==> src/rtl/wb_skid_buffer.sv <==
// Write-back stage buffer between MEM and the register file: a two-entry skid
// buffer with a valid/ready handshake, synchronous flush and x0 write suppression.
module wb_skid_buffer #(
  parameter int unsigned DATA_W        = 32,
  parameter int unsigned ADDR_W        = 5,
  parameter int unsigned NOP_ADDR      = 0,
  parameter int unsigned ZERO_SUPPRESS = 1
) (
  input  logic              rst,
  input  logic              dclk,
  input  logic              flush_i,
  input  logic              in_valid_i,
  output logic              in_ready_o,
  input  logic              wreg_i,
  input  logic [ADDR_W-1:0] waddr_i,
  input  logic [DATA_W-1:0] wdata_i,
  output logic              out_valid_o,
  input  logic              out_ready_i,
  output logic              wreg_o,
  output logic [ADDR_W-1:0] waddr_o,
  output logic [DATA_W-1:0] wdata_o,
  output logic [1:0]        count_o
);

  localparam logic [ADDR_W-1:0] NopAddr = ADDR_W'(NOP_ADDR);
  localparam logic              ZeroSup = (ZERO_SUPPRESS != 0);

  typedef enum logic [1:0] {StEmpty, StOne, StFull} state_e;

  state_e              state_q;
  logic                head_wreg_q, skid_wreg_q;
  logic [ADDR_W-1:0]   head_addr_q, skid_addr_q;
  logic [DATA_W-1:0]   head_data_q, skid_data_q;

  logic push, pop, cap_wreg;

  // in_ready depends only on registered state, never on out_ready_i.
  assign in_ready_o  = (state_q != StFull);
  assign out_valid_o = (state_q != StEmpty);
  assign push        = in_valid_i & in_ready_o;
  assign pop         = out_valid_o & out_ready_i;
  assign cap_wreg    = wreg_i & ~(ZeroSup & (waddr_i == '0));

  // Head registers are cleared whenever the buffer empties, so they can drive
  // the outputs directly.
  assign wreg_o  = head_wreg_q & out_valid_o;
  assign waddr_o = head_addr_q;
  assign wdata_o = head_data_q;

  always_comb begin
    count_o = 2'd0;
    unique case (state_q)
      StEmpty: count_o = 2'd0;
      StOne:   count_o = 2'd1;
      StFull:  count_o = 2'd2;
      default: count_o = 2'd0;
    endcase
  end

  always_ff @(posedge dclk or posedge rst) begin
    if (rst) begin
      state_q     <= StEmpty;
      head_wreg_q <= 1'b0;
      head_addr_q <= NopAddr;
      head_data_q <= '0;
      skid_wreg_q <= 1'b0;
      skid_addr_q <= NopAddr;
      skid_data_q <= '0;
    end else if (flush_i) begin
      state_q     <= StEmpty;
      head_wreg_q <= 1'b0;
      head_addr_q <= NopAddr;
      head_data_q <= '0;
      skid_wreg_q <= 1'b0;
      skid_addr_q <= NopAddr;
      skid_data_q <= '0;
    end else begin
      unique case (state_q)
        StEmpty: begin
          if (push) begin
            state_q     <= StOne;
            head_wreg_q <= cap_wreg;
            head_addr_q <= waddr_i;
            head_data_q <= wdata_i;
          end
        end
        StOne: begin
          if (push && pop) begin
            head_wreg_q <= cap_wreg;
            head_addr_q <= waddr_i;
            head_data_q <= wdata_i;
          end else if (push) begin
            state_q     <= StFull;
            skid_wreg_q <= cap_wreg;
            skid_addr_q <= waddr_i;
            skid_data_q <= wdata_i;
          end else if (pop) begin
            state_q     <= StEmpty;
            head_wreg_q <= 1'b0;
            head_addr_q <= NopAddr;
            head_data_q <= '0;
          end
        end
        StFull: begin
          if (pop) begin
            state_q     <= StOne;
            head_wreg_q <= skid_wreg_q;
            head_addr_q <= skid_addr_q;
            head_data_q <= skid_data_q;
            skid_wreg_q <= 1'b0;
            skid_addr_q <= NopAddr;
            skid_data_q <= '0;
          end
        end
        default: state_q <= StEmpty;
      endcase
    end
  end

endmodule

==> config.mk <==
export PLATFORM = sky130hd
export DESIGN_NAME = wb_skid_buffer
export DESIGN_NICKNAME = d
export VERILOG_FILES = /design/src/rtl/wb_skid_buffer.sv
export SDC_FILE = /design/constraint.sdc
export NUM_CORES = 1
export LEC_CHECK = 0
export CAP_MARGIN = 25
export CORE_MARGIN = 3
export CORE_UTILIZATION = 35
export DETAILED_ROUTE_END_ITERATION = 8
export GPL_TIMING_DRIVEN = 0
export PLACE_DENSITY_LB_ADDON = 0.08
export SYNTH_ARGS = -nofsm -noshare
export SYNTH_HDL_FRONTEND = slang
export SYNTH_SLANG_ARGS = --single-unit
export TNS_END_PERCENT = 1
==> constraint.sdc <==
create_clock -name dclk -period 3.12 [get_ports dclk]
set_clock_uncertainty 0.1 [all_clocks]
set_input_delay 0.312 -clock dclk [delete_from_list [all_inputs] [get_ports dclk]]
set_output_delay 0.312 -clock dclk [all_outputs]
set_load 0.02 [all_outputs]
Word-level counts from Yosys, hierarchy flattened
Cells that the tools add are included.
Widths: inputs -> output; s select.
{ "word_totals": {"reg_bits": 78, "output_inout_bits": 42} }
{ "classes": {"n_eq_ne": 10, "muxes": 38, "n_bitwise": 5, "n_reduce_logical": 9} }
{ "ops": {"columns": ["operator", "count"], "rows": [
  ["$mux 32", 8],
  ["$pmux 32 s3", 1],
  ["$pmux 32 s2", 1],
  ["$mux 5", 8],
  ["$pmux 5 s3", 1],
  ["$mux 2", 6],
  ["$ne 3x3->1 const B", 4],
  ["$ne 4x4->1 const B", 3],
  ["$pmux 5 s2", 1],
  ["$mux 1", 8],
  ["$reduce_and 4->1", 2],
  ["$pmux 2 s3", 1],
  ["$logic_not 5->1", 1],
  ["$reduce_and 5->1", 1],
  ["$and 1x1->1", 4],
  ["$pmux 2 s2", 1],
  ["$reduce_bool 4->1", 1],
  ["$pmux 1 s3", 1],
  ["$reduce_bool 3->1", 1],
  ["$eq 2x1->1 const B", 1],
  ["$eq 2x2->1 const B", 1],
  ["$logic_not 2->1", 1],
  ["$ne 2x2->1 const B", 1],
  ["$pmux 1 s2", 1],
  ["other kinds (3)", 3]
]} }

Depth between registers and ports, before layout
Gate-level depths: netlist of the first run.
{ "depth": {"depth_word": 7, "depth_mapped": 8} }

Worst setup path after synthesis of the first run
No wires, ideal clock.
{ "synth_path": {"path_type": "reg2reg", "startpoint": "register state_q[0]", "endpoint": "register head_addr_q[0], in the netlist waddr_o[0]", "setup_time_ns": 0.094, "arrival_ns": 1.895, "t_required_ns": 2.926, "slack_ns": 1.031, "path_stages_with_launch": 9, "path_buffers": 2, "cell_sequence": "dfrtp_1 -> inv_1 -> ha_1 -> nand3b_1 -> a211oi_2 -> or2_2 -> buf_2 -> buf_2 -> a211oi_1"} }
{ "synth_via": {"elab_chain_len": 6} }
{ "synth_rtl": {"columns": ["element", "line", "rtl"], "rows": [
  ["start: declaration", "30", "state_e state_q;"],
  ["start signal: assignment", "62", "state_q <= StEmpty;"],
  ["start signal: assignment", "70", "state_q <= StEmpty;"],
  ["start signal: assignment", "81", "state_q <= StOne;"],
  ["$ne 2x2->1 or $reduce_bool 2->1 (tied branches)", "38, 39", null],
  ["$and 1x1->1, on equally long branches", "40, 41", null],
  ["$logic_and 1x1->1", "88", "if (push && pop) begin"],
  ["$mux 5", "88", null],
  ["$pmux 5 s3", "78", "unique case (state_q)"],
  ["$mux 5", "69", "end else if (flush_i) begin"],
  ["end signal: assignment", "72", "head_addr_q <= NopAddr;"],
  ["end signal: assignment", "83", "head_addr_q <= waddr_i;"],
  ["end signal: assignment", "90", "head_addr_q <= waddr_i;"],
  ["end: declaration", "32", "logic [ADDR_W-1:0] head_addr_q, skid_addr_q;"]
]} }
Parallel ways exist; a longest one is shown, timed or not.
A chain may end at the register's enable or synchronous reset.

Final worst setup path of the first run
{ "layout_path": {"startpoint": "register state_q[0]", "endpoint": "register head_data_q[5], in the netlist wdata_o[5]"} }
{ "layout_via": {"elab_chain_len": 6} }
{ "layout_rtl": {"columns": ["element", "line", "rtl"], "rows": [
  ["$ne 2x2->1 or $reduce_bool 2->1 (tied branches)", "38, 39", null],
  ["$and 1x1->1, on equally long branches", "40, 41", null],
  ["$logic_and 1x1->1", "88", null],
  ["$mux 32", "88", null],
  ["$pmux 32 s3", "78", null],
  ["$mux 32", "69", null],
  ["end signal: assignment", "84", "head_data_q <= wdata_i;"],
  ["end signal: assignment", "91", "head_data_q <= wdata_i;"],
  ["end signal: assignment", "109", "head_data_q <= skid_data_q;"],
  ["end: declaration", "33", "logic [DATA_W-1:0] head_data_q, skid_data_q;"]
]} }
Parallel ways exist; a longest one is shown, timed or not.

==> results.toml, run 1 <==
[detailed_routing]
wl_met2_mm = 4.68
routed_via_density = 5.05
drcViolationCount = 0
met3_length_um = 449
wirelength_mm = 10.0
wl_per_cell_um = 16.4
routed.top_layer = "met4"
ant_nets = 0
drt-met1-wl_mm = 4.77
dr.pass1.iters = 5
drt_iter0_drc = 146
num_vias = 3084

[logic_synthesis]
yosysWarnings = 0
synthesis.nets = 423
synth_xor_area_share_pct = 0
synth_cells = 375
ys_seq_area_share_pct = 51.1
syn_area_um2 = 3820
syn_avg_cell_area_um2 = 10.2
synth_top_area_cell = "dfrtp_1"
synth-adder-area-share_pct = 1.64
yosys_register_bits = 78
synth.area.mux_share_pct = 10.8
synth_top_family_by_area = "compound AO/OA/AOI/OAI gates"
yosysTopAreaCellShare_pct = 51.1
synth.area.top_cells = "dfrtp_1 (51%), mux2i_1 (10%), a211oi_1 (7.3%), a22oi_1 (7.3%), nor3_1 (5.1%)"
synth_cell_types = 29
synth_compound_area_share_pct = 16.5
synthSimpleGateAreaFrac_pct = 11.3

[min_path]
hold_class = "in -> async"

[run_status]
status = "complete, no violations"

[setup_path]
crit_chain = "inv_1 -> ha_1 -> and2_1 -> buf_2 -> clkbuf_1 -> a22oi_1 -> a211oi_1"
cp_slowest_cell = "clkbuf_1"
critical-path-max-stage-delay_ps = 500
crit_start = "state_q[0]"
start_kind = "flip-flop"
critPathKind = "reg -> reg"
cp.required_ps = 3280
cp_max_fo = 10
cp_num_buf_inv = 3
cp_top_family = "buffers and inverters"
worst_setup_path_end_kind = "flip-flop"
r2r_start = "state_q[0]"
critPathArrivalTime_ps = 2660

[cts]
clk_path_buf_depth = 2
numCtsBuffers = 9
root_buffer = "clkbuf_8"
clock-sinks = 78
cts.clk_slew.worst_paths_ps = 90
ctsHoldBuffers = 0
cts_resized = 0
post-cts-setup-buffer-count = 0
clock_latency_ps = 340
h-tree-depth = 3
cts_tree = "yes"

[final_layout]
final_core_util_pct = 48.3
nNetsFinal = 518
drive_gt1_share_pct = 8.42
mostFrequentLayoutCell = "clkdlybuf4s50_1"
final_area_um2 = 5060
finalNonFillerCells = 611
fill_cells = 1048
final_cell_mix = "clkdlybuf4s50_1 (83), dfrtp_1 (78), inv_1 (42), nor3_1 (39)"
area_delta_synth_final_pct = 32.5
antenna_cells = 0

[grt]
grt_remaining_overflow = 0
grtUsageTotal_pct = 17.0
grt_pass1_vias = 3213
antenna_found_initial = 0
grt_first_pass_wirelength_mm = 16.9
grt_max_degree = 67

[timing]
setup-violations-final = 0
slew_headroom_pct = 60.0
period_share_pct = 80.3
finalMaxSlewViolations = 0
max_freq_mhz = 399
grt_setup_unrepaired = "false"
worst_slew_pin_slew_ps = 600
min_period_ps = 2500
hold_violations = 0

[placement]
port_buffers = 83
hpwl_mm = 6.80
place_inst = 595
place_area_um2 = 4850
routabilityCongestion = 0.775

[floorplanning]
die_h_um = 110
num_rows = 37
initial_core_util_pct = 36.5
dieArea_um2 = 12200
ioPinCount = 85
die_x_um = 110
core_um2 = 10500

[power]
p_leak_nw = 2.29
power_density_nw_per_um2 = 941
vdd_drop_max_mv = 0.351

[job]
drv_cap = 0
[cell families (layout without fill, tap and decap cells)]
kind of cell             count (synthesis)  after routing
AO/OA/AOI/OAI                           83             83
adder cells (fa/ha/maj)                  5              5
buffers and inverters                   76            176
flip-flops                              78             78
multiplexers                            41             41
AND/OR/NAND/NOR                         92             92
[synth_stat cells, drive strengths merged]
cell type / count
a211oi: 38
a21oi: 1
a22oi: 37
a311oi: 1
and2: 1
buf: 16
clkbuf: 17
dfrtp: 78
ha: 5
inv: 43
mux2: 3
mux2i: 38
nand2: 38
nand2b: 2
nand3b: 3
nor2: 4
nor2b: 2
nor3: 39
o211a: 1
o21ai: 2
o311a: 2
o311ai: 1
or2: 1
or3: 2
[worst reg2reg max path: cells and delay by family, from the launching register on]
family / cells / cell delay, ps
buffers and inverters: 3 / 880
AO/OA/AOI/OAI: 2 / 500
AND/OR/NAND/NOR: 1 / 190
adder cells (fa/ha/maj): 1 / 350
flip-flops: 1 / 400
[registers in the layout, summed over array words and instances, names as in the netlist]
| signal | count |
|---|---|
| wdata_o | 32 |
| skid_wreg_q | 1 |
| skid_data_q | 32 |
| head_wreg_q | 1 |
| skid_addr_q | 5 |
| waddr_o | 5 |
| state_q | 2 |
[final timing paths]
kind                                    to  slack (ps)  cells after the start
min in group dclk              skid_wreg_q         410                      1
max in group asynchronous  skid_data_q[25]        2210                      3
hold / removal             skid_data_q[12]         130                      2
setup / recovery                wdata_o[5]         620                      7
setup reg to reg                wdata_o[5]         620                      7
hold reg to reg                skid_wreg_q         410                      1
[area by class of cell]
type                       instances  area [um^2]  area share (%)
buffer                            33          164            3.24
clock buffer                      11          151            2.99
clock inverter                     5         57.6            1.14
inverter                          43          164            3.24
multi-input combinational        221         1540            30.5
sequential                        78         1950            38.6
tap                              136          170            3.36
timing repair buffer              84          858            17.0
[per-layer routing]
metal  GRT usage, %  vias up
li1               -     1514
met1           23.1     1481
met2           27.7       78
met3           3.18       11
met4           4.52        0
met5              0        -
[where the power goes]
part / total [mW] / internal [mW] / switching (mW)
Clock: 0.796 / 0.412 / 0.383
Sequential: 1.61 / 1.39 / 0.220
Combinational: 2.35 / 1.06 / 1.29
[through the flow]
stage / setup TNS (ps) / total power [mW] / worst slack, ps / hold WS, ps
floorplan: 0 / 3.07 / 713 / 349
global placement: -58830 / 3.98 / -759 / 391
detailed placement: 0 / 4.01 / 590 / 395
CTS: 0 / 4.82 / 612 / 118
global route: 0 / 5.10 / 424 / 139
finish: 0 / 4.76 / 615 / 126
No activity file was read; power rests on OpenSTA's default activity.
==> run 2, diff against run 1 <==
- clock period: 3.12 -> 2.6 ns (I/O delays scaled with it)
==> run 2 against run 1 <==
  * Largest cell class unchanged
  * Routed wire length fell by 0.16%
  * Non-clock buffer count is the same
  * Critical path depth stayed put
  * Count of clock-buffer cells in the layout is the same
  * Die area did not move
  * Highest routed layer unchanged
  * Power rose by 20%
  * Global-route usage unchanged
  * Utilization is essentially flat
  * Via count fell by 0.29%
==> results.toml, run 2 (synthesized netlist as in run 1, its figures left out) <==
[final_layout]
mostFrequentLayoutCell = "clkdlybuf4s50_1"
final_core_util_pct = 48.3
final_cell_mix = "clkdlybuf4s50_1 (83), dfrtp_1 (78), inv_1 (42), nor3_1 (39)"
fill_cells = 1047
drive_gt1_share_pct = 8.63
area_delta_synth_final_pct = 32.5
antenna_cells = 0
nNetsFinal = 518

[placement]
hpwl_mm = 6.80
dpl_worst_slack_ps = 70.0
port_buffers = 83
routabilityCongestion = 0.775

[detailed_routing]
num_vias = 3075
drt_iter0_drc = 148
wirelength_mm = 10.0
wl_per_cell_um = 16.4
dr.pass1.iters = 4
drcViolationCount = 0
ant_nets = 0
routed_via_density = 5.03

[setup_path]
critPathKind = "reg -> reg"
critPathArrivalTime_ps = 2520
r2r_slack_ps = 240
start_kind = "flip-flop"
r2r_start = "state_q[0]"
cp_slowest_cell = "dfrtp_1"
cp.required_ps = 2750
rr_worst_depth = 7
worst_setup_path_end_kind = "flip-flop"
crit_chain = "inv_1 -> ha_1 -> and2_1 -> buf_2 -> buf_1 -> a22oi_1 -> a211oi_1"
critical-path-max-stage-delay_ps = 400
r2r_end = "waddr_o[1]"
cp_max_fo = 10

[cts]
cts.clk_slew.worst_paths_ps = 90
numCtsBuffers = 9
h-tree-depth = 3
clock_latency_ps = 340
clk_path_buf_depth = 2
cts_tree = "yes"
post-cts-setup-buffer-count = 0
clock-sinks = 78
root_buffer = "clkbuf_8"

[grt]
grt_pass1_vias = 3213
grt_remaining_overflow = 0
antenna_found_initial = 0
grtUsageTotal_pct = 17.0
grt_first_pass_wirelength_mm = 16.9
grt_max_degree = 67

[floorplanning]
dieArea_um2 = 12200
core_um2 = 10500
die_h_um = 110
num_rows = 37
ioPinCount = 85
die_x_um = 110
initial_core_util_pct = 36.5

[timing]
min_period_ps = 2360
setup_ws_ps = 236
hold_violations = 0
setup-violations-final = 0
grt_setup_unrepaired = "true"
max_freq_mhz = 423
period_share_pct = 90.9
worst_slew_pin_slew_ps = 558
finalMaxSlewViolations = 0
slew_headroom_pct = 62.8

[power]
internal_power_mw = 3.44
p_sw_share_pct = 39.8
power_density_nw_per_um2 = 1130
pwr-share-seq_pct = 33.9
p_leak_nw = 2.29
vdd_drop_max_mv = 0.421
p_clk_share_pct = 16.7
comb_power_share_pct = 49.4
p_sw_mw = 2.27

[min_path]
hold_class = "in -> async"

[job]
drv_cap = 0

[run_status]
status = "complete, no violations"
-- run 2: cell types whose count changed in the layout (fill, tap and decap cells not counted) --
cell and change:
clkbuf_1 -1, clkbuf_2 +1
-- run 2: how the worst max path moves through the flow --
stage                    start         endpoint  cells past startpoint
global placement           rst      wdata_o[28]                      2
global route        state_q[0]  skid_data_q[25]                      7
finish              state_q[0]       waddr_o[1]                      7
detailed placement  state_q[0]       wdata_o[5]                      7
CTS                 state_q[0]       wdata_o[5]                      7
floorplan                  rst      head_wreg_q                      1
-- run 2: cell type report --
class / instances / area (um^2) / area share [%]
multi-input combinational: 221 / 1540 / 30.4
clock inverter: 5 / 57.6 / 1.14
timing repair buffer: 84 / 858 / 17.0
tap: 136 / 170 / 3.36
sequential: 78 / 1950 / 38.6
clock buffer: 11 / 151 / 2.99
inverter: 43 / 164 / 3.24
buffer: 33 / 165 / 3.26
-- run 2: power groups by stage --
stage                     Clock (mW)  Combinational (mW)  Sequential [mW]
after floorplan                    0                1.43             2.25
after global placement             0                2.82             1.95
after detailed placement           0                2.85             1.96
after CTS                      0.984                2.86             1.94
after global routing            1.04                3.08             2.00
final                          0.952                2.82             1.94
-- run 2: per-layer routing --
layer  routed length (um)  global-route usage [%]  vias up
met5                    0                       0        -
met4                  123                    4.52        0
met3                  443                    3.18       11
met2                 4690                    27.7       76
met1                 4750                    23.1     1474
li1                     -                       -     1514
-- run 2: timing repair --
| item | CTS | global route |
|---|---|---|
| hold buffers | 0 | 0 |
| resized for setup | 0 | 2 |
| setup endpoints to repair | 0 | 11 |
-- run 2: critical path: cells and delay by family (launching register included) --
| kind | cells | cell delay [ps] |
|---|---|---|
| flip-flops | 1 | 400 |
| AND/OR/NAND/NOR | 1 | 190 |
| adder cells (fa/ha/maj) | 1 | 350 |
| AO/OA/AOI/OAI | 2 | 450 |
| buffers and inverters | 3 | 780 |
-- run 2: through the flow --
stage / hold WS (ps) / total power [mW] / TNS, ps / instances / instance area (um^2)
floorplan: 297 / 3.68 / 0 / 375 / 3820
global placement: 391 / 4.77 / -95340 / 594 / 4820
detailed placement: 395 / 4.81 / 0 / 595 / 4850
CTS: 66.3 / 5.78 / 0 / 611 / 5060
global route: 86.6 / 6.12 / -15.4 / 611 / 5060
finish: 73.9 / 5.71 / 0 / 611 / 5060
